$ cat src/rtl/serial_adder_ctrl.sv
// serial_adder_ctrl: bit-serial adder controller driving one external 1-bit full adder, LSB first.
// Optional build macro SERIAL_ADDER_SUB_EN adds a 'sub' input that turns the operation into a-b.
module serial_adder_ctrl #(
    parameter int WIDTH = 8
) (
    input  logic             clk,
    input  logic             rst_n,
    input  logic             start,
    input  logic [WIDTH-1:0] a,
    input  logic [WIDTH-1:0] b,
    input  logic             cin,
`ifdef SERIAL_ADDER_SUB_EN
    input  logic             sub,
`endif
    output logic             busy,
    output logic             done,
    output logic [WIDTH-1:0] sum,
    output logic             cout,
    output logic             fa_x,
    output logic             fa_y,
    output logic             fa_z,
    input  logic             fa_sum,
    input  logic             fa_cout
);
    localparam int CW = $clog2(WIDTH);
    localparam logic [CW-1:0] LAST = CW'(WIDTH - 1);

    typedef enum logic [1:0] {IDLE, RUN, DONE} state_t;

    state_t           state;
    logic [WIDTH-1:0] a_sh;
    logic [WIDTH-1:0] b_sh;
    logic [WIDTH-1:0] sum_sh;
    logic             carry;
    logic [CW-1:0]    cnt;
    logic [WIDTH-1:0] b_load;
    logic             carry_load;

`ifdef SERIAL_ADDER_SUB_EN
    // Subtraction is a + ~b + 1, so the carry seed is forced to 1 and cin is ignored
    assign b_load     = sub ? ~b : b;
    assign carry_load = sub | cin;
`else
    assign b_load     = b;
    assign carry_load = cin;
`endif

    // The shared full adder only sees live operands while running; it is quiet otherwise
    assign fa_x = (state == RUN) & a_sh[0];
    assign fa_y = (state == RUN) & b_sh[0];
    assign fa_z = (state == RUN) & carry;

    // Controller: capture operands, shift one bit per clock, publish result on entry to DONE
    always_ff @(posedge clk or negedge rst_n) begin
        if (!rst_n) begin
            state  <= IDLE;
            a_sh   <= '0;
            b_sh   <= '0;
            sum_sh <= '0;
            carry  <= 1'b0;
            cnt    <= '0;
            busy   <= 1'b0;
            done   <= 1'b0;
            sum    <= '0;
            cout   <= 1'b0;
        end else begin
            case (state)
                IDLE: begin
                    if (start) begin
                        a_sh   <= a;
                        b_sh   <= b_load;
                        carry  <= carry_load;
                        cnt    <= '0;
                        sum_sh <= '0;
                        busy   <= 1'b1;
                        state  <= RUN;
                    end
                end
                RUN: begin
                    a_sh   <= a_sh >> 1;
                    b_sh   <= b_sh >> 1;
                    sum_sh <= {fa_sum, sum_sh[WIDTH-1:1]};
                    carry  <= fa_cout;
                    cnt    <= cnt + CW'(1);
                    if (cnt == LAST) begin
                        sum   <= {fa_sum, sum_sh[WIDTH-1:1]};
                        cout  <= fa_cout;
                        busy  <= 1'b0;
                        done  <= 1'b1;
                        state <= DONE;
                    end
                end
                DONE: begin
                    done  <= 1'b0;
                    state <= IDLE;
                end
                default: state <= IDLE;
            endcase
        end
    end
endmodule

$ cat config.mk
export PLATFORM = sky130hd
export DESIGN_NAME = serial_adder_ctrl
export DESIGN_NICKNAME = d
export VERILOG_FILES = /design/src/rtl/serial_adder_ctrl.sv
export SDC_FILE = /design/constraint.sdc
export NUM_CORES = 1
export LEC_CHECK = 0
export CORE_MARGIN = 5
export CORE_UTILIZATION = 50
export CTS_CLUSTER_SIZE = 30
export DETAILED_ROUTE_END_ITERATION = 12
export GPL_ROUTABILITY_DRIVEN = 0
export GPL_TIMING_DRIVEN = 0
export PLACE_DENSITY = 0.78
export SETUP_SLACK_MARGIN = 0.3
export SYNTH_ARGS = -nofsm -noshare
export SYNTH_HDL_FRONTEND = slang
export SYNTH_SLANG_ARGS = --single-unit
export TNS_END_PERCENT = 100
$ cat constraint.sdc
create_clock -name clk -period 1.95 [get_ports clk]
set_clock_uncertainty 0.05 [all_clocks]
set_input_delay 0.39 -clock clk [delete_from_list [all_inputs] [get_ports clk]]
set_output_delay 0.39 -clock clk [all_outputs]
set_load 0.01 [all_outputs]
==> results of run 1 <==
[stage by stage]
| step | std cells | instance area [sq um] | hold slack [ps] |
|---|---|---|---|
| floorplan | 143 | 1750 | 44.4 |
| global route | 236 | 2270 | 148 |
| global placement | 224 | 2160 | 433 |
| detailed placement | 224 | 2150 | 444 |
| finish | 236 | 2270 | 91.4 |
| CTS | 236 | 2270 | 114 |
[sequential cells by signal (all words and copies together) (netlist names)]
signal	cells
done	1
a_sh	8
cout	1
b_sh	8
sum	8
cnt	3
sum_sh	7
busy	1
carry	1
state	2
[final cells by class]
cell class,count,share of cell area
inverter,4,0.00661
clock buffer,5,0.0165
sequential,40,0.441
buffer,10,0.0314
timing repair buffer,39,0.161
clock inverter,3,0.0187
tap,46,0.0253
multi-input combinational,89,0.300
[where the power goes]
part | total (uW) | internal, uW | switching, uW | leakage [uW]
Clock | 541 | 267 | 274 | 0.0000412
Combinational | 1470 | 822 | 644 | 0.000514
Sequential | 1420 | 1180 | 238 | 0.000485
[worst max-delay path by stage]
stage          startpoint      to  slack (ps)  cells after the start
6_report         state[0]    fa_x         120                      5
5_1_grt          state[0]    fa_x          70                      5
4_1_cts          state[0]    fa_x         110                      5
3_5_place_dp     state[1]    fa_y        -100                      4
3_3_place_gp        rst_n  sum[2]        -420                      1
2_1_floorplan    state[0]    fa_x         490                      4
[logic make-up (layout without fill, tap and decap cells)]
group                      Yosys count  in the layout  synth area share
AOI/OAI and AO/OA                   58             58             0.219
DFF                                 40             40             0.572
and+or+nand+nor                     19             19            0.0686
buffers and inverters               14             61            0.0436
muxes                               10             10            0.0829
adders and majority gates            2              2            0.0143
[synthesized netlist by cell type]
cell | n | share of area
inv_1 | 4 | 0.0086
clkbuf_1 | 1 | 0.0021
nand2_1 | 4 | 0.0086
nor2_1 | 4 | 0.0086
o21bai_2 | 1 | 0.0064
o221a_2 | 3 | 0.019
o21ai_0 | 7 | 0.020
nand3b_1 | 3 | 0.013
a22o_1 | 9 | 0.045
ha_1 | 2 | 0.014
mux2i_1 | 1 | 0.0057
nor2b_1 | 1 | 0.0036
o2bb2ai_1 | 1 | 0.0050
buf_4 | 5 | 0.021
buf_2 | 4 | 0.011
mux2_4 | 9 | 0.077
a21oi_1 | 13 | 0.037
o22ai_1 | 24 | 0.086
and2_1 | 3 | 0.011
and2b_4 | 1 | 0.0057
nand2b_1 | 2 | 0.0071
nand2_8 | 1 | 0.011
dfrtp_1 | 40 | 0.57
[critical path, cell delays in order, from the launching register on]
cell,delay (ps)
dfrtp_1,390
buf_6,120
and2b_4,160
buf_6,120
and2_4,150
buf_6,110
[layer usage]
layer  GRT usage  wire length [um]  vias to the layer above
li1            -                 -                      636
met1       0.230              1660                      622
met2       0.256              1780                       33
met3      0.0536               182                        6
met4      0.0651                63                        0
met5           0                 0                        -
[timing repair]
item                                    in CTS  in global routing
pin swaps                                    0                  0
endpoints found under the setup margin      14                  3
gates resized for setup                     32                  0
setup buffers                                4                  0
==> flow_summary_export.csv, run 1 <==
group,metric,value,unit
final_layout,diodes,0,
placed_design,dpl_worst_slack,-96.0,ps
routing,antenna_left,0,
worst_setup_path,crit_type,"register to output pin",
sta,slew_headroom,0.427,
floorplan,rows,21,
synthesis,ys_ff_latch,40,
global_route,grt_pass1_wl,6510,um
placed_design,portBuffers,35,
sta,hold_viol_final,0,
floorplan,coreArea,3360,sq um
sta,period_share,0.940,
cts,clockBufferDepth,2,
floorplan,die_width,69.2,um
synthesis,ys_warn_count,0,
synthesis,avgSynthCellArea,12.2,sq um
routing,finalWirelength,3680,um
final_layout,areaGrowthSynthToFinish,29.7,%
worst_setup_path,reg2reg_from,"state[0]",
routing,via_count,1297,
final_layout,seqCellArea,1000,sq um
routing,routedWlPerCell,15.6,um
final_layout,finish.utilization,0.675,
run,cap_violations,0,
synthesis,synth_cells,143,
cts,cts_hold_buf,0,
cts,cts_buffers,5,
routing,dr.pass1.iters,4,
worst_setup_path,critPathLaunchType,"register",
floorplan,start_util,0.520,
power,peakVddDrop,0.861,mV
synthesis,yosysUniqueCellTypes,23,
sta,finalSetupViolCount,0,
global_route,antenna_found_initial,0,
power,p_leak,0.00104,uW
final_layout,drive_above_1_share,0.226,
worst_setup_path,r2r_end,"carry",
hold_path,hp-class,"input pin to asynchronous set/reset pin",
routing,routed_via_density,5.50,
sta,setup_tns,0,ps
cts,cts_tree,"yes",
sta,final.setup.worst_slack,116,ps
global_route,grt_max_degree,41,
global_route,track_usage,0.170,
routing,first_iter_violations,57,
placed_design,dp_hpwl,2580,um
routing,drc,0,
final_layout,nNetsFinal,213,
global_route,overflow,0,
floorplan,die-area,4780,sq um
final_layout,mostFrequentLayoutCells,"40 x dfrtp_1, 24 x o22ai_1, 20 x clkdlybuf4s50_1",
power,fin_total_pwr,3430,uW
synthesis,syn-cell-area,1750,sq um
worst_setup_path,crit_path_end_kind,"output pin",
floorplan,io_pins,36,
cts,clock_latency,350,ps
cts,clockRootBuffer,"clkbuf_4",
final_layout,multi_input_area,681,sq um
cts,clk_transition_reported_paths,120,ps
sta,fin_crit,1830,ps
floorplan,die_y,69.2,um
power,power_density,1510,nW/um^2
worst_setup_path,reg2reg_slack,420,ps
sta,drv_slew,0,
cts,cts_sinks,40,
final_layout,fill_cells,294,
worst_setup_path,worstPathMaxFanout,4,
global_route,grt_pass1_vias,1327,
worst_setup_path,worstRegToRegCells,5,
cts,ctsHtreeMaxLevel,2,
final_layout,final_common_cell,"dfrtp_1",
sta,rsz0062_at_grt,"yes",
worst_setup_path,cp.required,1510,ps
worst_setup_path,arrival,1390,ps
status,status,"finished, final reports clean",
synthesis,yosysSeqAreaShare,0.572,
sta,fmax,545,MHz
synthesis,syn_nets,167,
sta,tightest_slew,860,ps
Power figures use the tool's default switching activity.
==> inputs of run 2 (changes only) <==
--- a/config.mk
+++ b/config.mk
@@ -10,7 +10,6 @@
 export CTS_CLUSTER_SIZE = 30
 export DETAILED_ROUTE_END_ITERATION = 12
 export GPL_ROUTABILITY_DRIVEN = 0
-export GPL_TIMING_DRIVEN = 0
 export PLACE_DENSITY = 0.78
 export SETUP_SLACK_MARGIN = 0.3
 export SYNTH_ARGS = -nofsm -noshare
==> flow_summary_export.csv, run 2 (synthesis results as in run 1) <==
group,metric,value,unit
power,sw_frac_of_total,0.343,
routing,first_iter_violations,99,
routing,met3_length,157,um
routing,routedWlPerCell,16.5,um
floorplan,rows,21,
worst_setup_path,critPathLaunchType,"register",
cts,clockBufferDepth,2,
worst_setup_path,crit_family,"simple AND/OR/NAND/NOR gates",
placed_design,dp_cells,219,
cts,clockRootBuffer,"clkbuf_4",
placed_design,dpl_worst_slack,109,ps
worst_setup_path,crit_type,"register to output pin",
sta,hold_viol_final,0,
routing,antenna_left,0,
cts,cts_tree,"yes",
sta,slew_headroom,0.654,
cts,clk_transition_reported_paths,120,ps
power,fin_total_pwr,3310,uW
sta,setup_tns,0,ps
worst_setup_path,reg2reg_slack,430,ps
routing,routed_via_density,5.69,
global_route,track_usage,0.162,
global_route,grt_pass1_vias,1371,
sta,drv_slew,0,
power,p_seq_frac,0.432,
power,power_density,1500,nW/um^2
run,cap_violations,0,
routing,dr.pass1.iters,4,
global_route,grt_pass1_wl,6250,um
worst_setup_path,cp.required,1510,ps
final_layout,drive_above_1_share,0.203,
final_layout,areaGrowthSynthToFinish,26.2,%
worst_setup_path,cp_num_buf_inv,1,
final_layout,largestRegisters,"a_sh: 8 flops, b_sh: 8 flops, sum: 8 flops",
final_layout,mostFrequentLayoutCells,"39 x dfrtp_1, 24 x o22ai_1, 20 x clkdlybuf4s50_1",
worst_setup_path,arrival,1260,ps
cts,clock_latency,350,ps
floorplan,io_pins,36,
floorplan,start_util,0.520,
sta,fin_crit,1700,ps
sta,tightest_slew,518,ps
placed_design,dp_hpwl,2540,um
sta,period_share,0.870,
cts,cts_hold_buf,0,
worst_setup_path,crit_path_end_kind,"output pin",
power,p_sw,1140,uW
routing,finalWirelength,3760,um
final_layout,nNetsFinal,205,
final_layout,diodes,0,
routing,top_layer,"met4",
cts,cts_sinks,40,
sta,fmax,590,MHz
routing,via_count,1298,
routing,drc,0,
hold_path,hp-class,"input pin to asynchronous set/reset pin",
sta,rsz0062_at_grt,"yes",
placed_design,portBuffers,35,
global_route,overflow,0,
floorplan,coreArea,3360,sq um
sta,timing.hold.ws,17.4,ps
final_layout,final_common_cell,"dfrtp_1",
routing,met2_length,1890,um
worst_setup_path,slowest_stage,"dfrtp_1",
power,p_clk_frac,0.163,
worst_setup_path,slowest_delay,390,ps
sta,final.setup.worst_slack,254,ps
cts,cts_buffers,5,
floorplan,die_y,69.2,um
floorplan,die-area,4780,sq um
power,p_int,2170,uW
worst_setup_path,critical_path.cell_chain,"and2b_4, and2_1, buf_2",
worst_setup_path,worstPathMaxFanout,4,
status,status,"finished, final reports clean",
routing,wl_met1,1650,um
power,comb_power_share,0.405,
final_layout,fin_cells,228,
global_route,antenna_found_initial,0,
global_route,grt_max_degree,41,
sta,finalSetupViolCount,0,
cts,ctsHtreeMaxLevel,2,
power,peakVddDrop,0.688,mV
power,p_leak,0.00100,uW
floorplan,die_width,69.2,um
==> run 2: cell count changes in the layout (fill, tap and decap cells not counted), sizes merged <==
| cell | before | now |
|---|---|---|
| buf | 17 | 10 |
| clkbuf | 6 | 5 |
==> run 2: area by class of cell <==
type | count | area [sq um]
Fill cell | 283 | 1150
Sequential cell | 40 | 1000
Multi-Input combinational cell | 89 | 681
Timing Repair Buffer | 41 | 374
Tap cell | 46 | 57.6
Clock inverter | 3 | 42.5
Clock buffer | 5 | 37.5
Inverter | 4 | 15.0
==> run 2: final timing paths <==
kind	start	endpoint	cells after the start
worst max-delay path	state[1]	fa_y	3
worst min-delay path	rst_n	state[0]	2
worst max register to register	cnt[0]	sum[6]	4
worst min register to register	sum[5]	sum[5]	1
max in group asynchronous	rst_n	state[0]	2
min in group clk	sum[5]	sum[5]	1
==> run 2: power groups by stage <==
stage | Clock, uW | Sequential [uW] | Combinational (uW)
CTS | 555 | 1420 | 1280
finish | 540 | 1430 | 1340
floorplan | 0 | 1420 | 898
global route | 586 | 1470 | 1460
detailed placement | 0 | 1450 | 1360
global placement | 0 | 1420 | 1320
==> run 2: worst register-to-register path, delay by kind of cell, from the launching register on <==
kind / cells / cell delay, ps
adder cells (fa/ha/maj): 2 / 470
flip-flops: 1 / 420
multiplexers: 1 / 320
AND/OR/NAND/NOR: 1 / 150
==> run 2: per-stage QoR <==
step / instance area [sq um] / util
3_5_place_dp: 2130 / 0.633
3_3_place_gp: 2130 / 0.633
6_report: 2210 / 0.657
5_1_grt: 2210 / 0.657
2_1_floorplan: 1750 / -
4_1_cts: 2190 / 0.651
==> run 2: repair_timing <==
action | in CTS | in global routing
pin swaps | 2 | 0
buffers inserted | 1 | 0
endpoints found under the setup margin | 14 | 7
gates resized for setup | 24 | 5
==> run 2: metal layers <==
metal,GRT usage,vias to the layer above
met1,0.196,645
met4,0.0868,0
li1,-,611
met2,0.267,37
met5,0,-
met3,0.0377,5
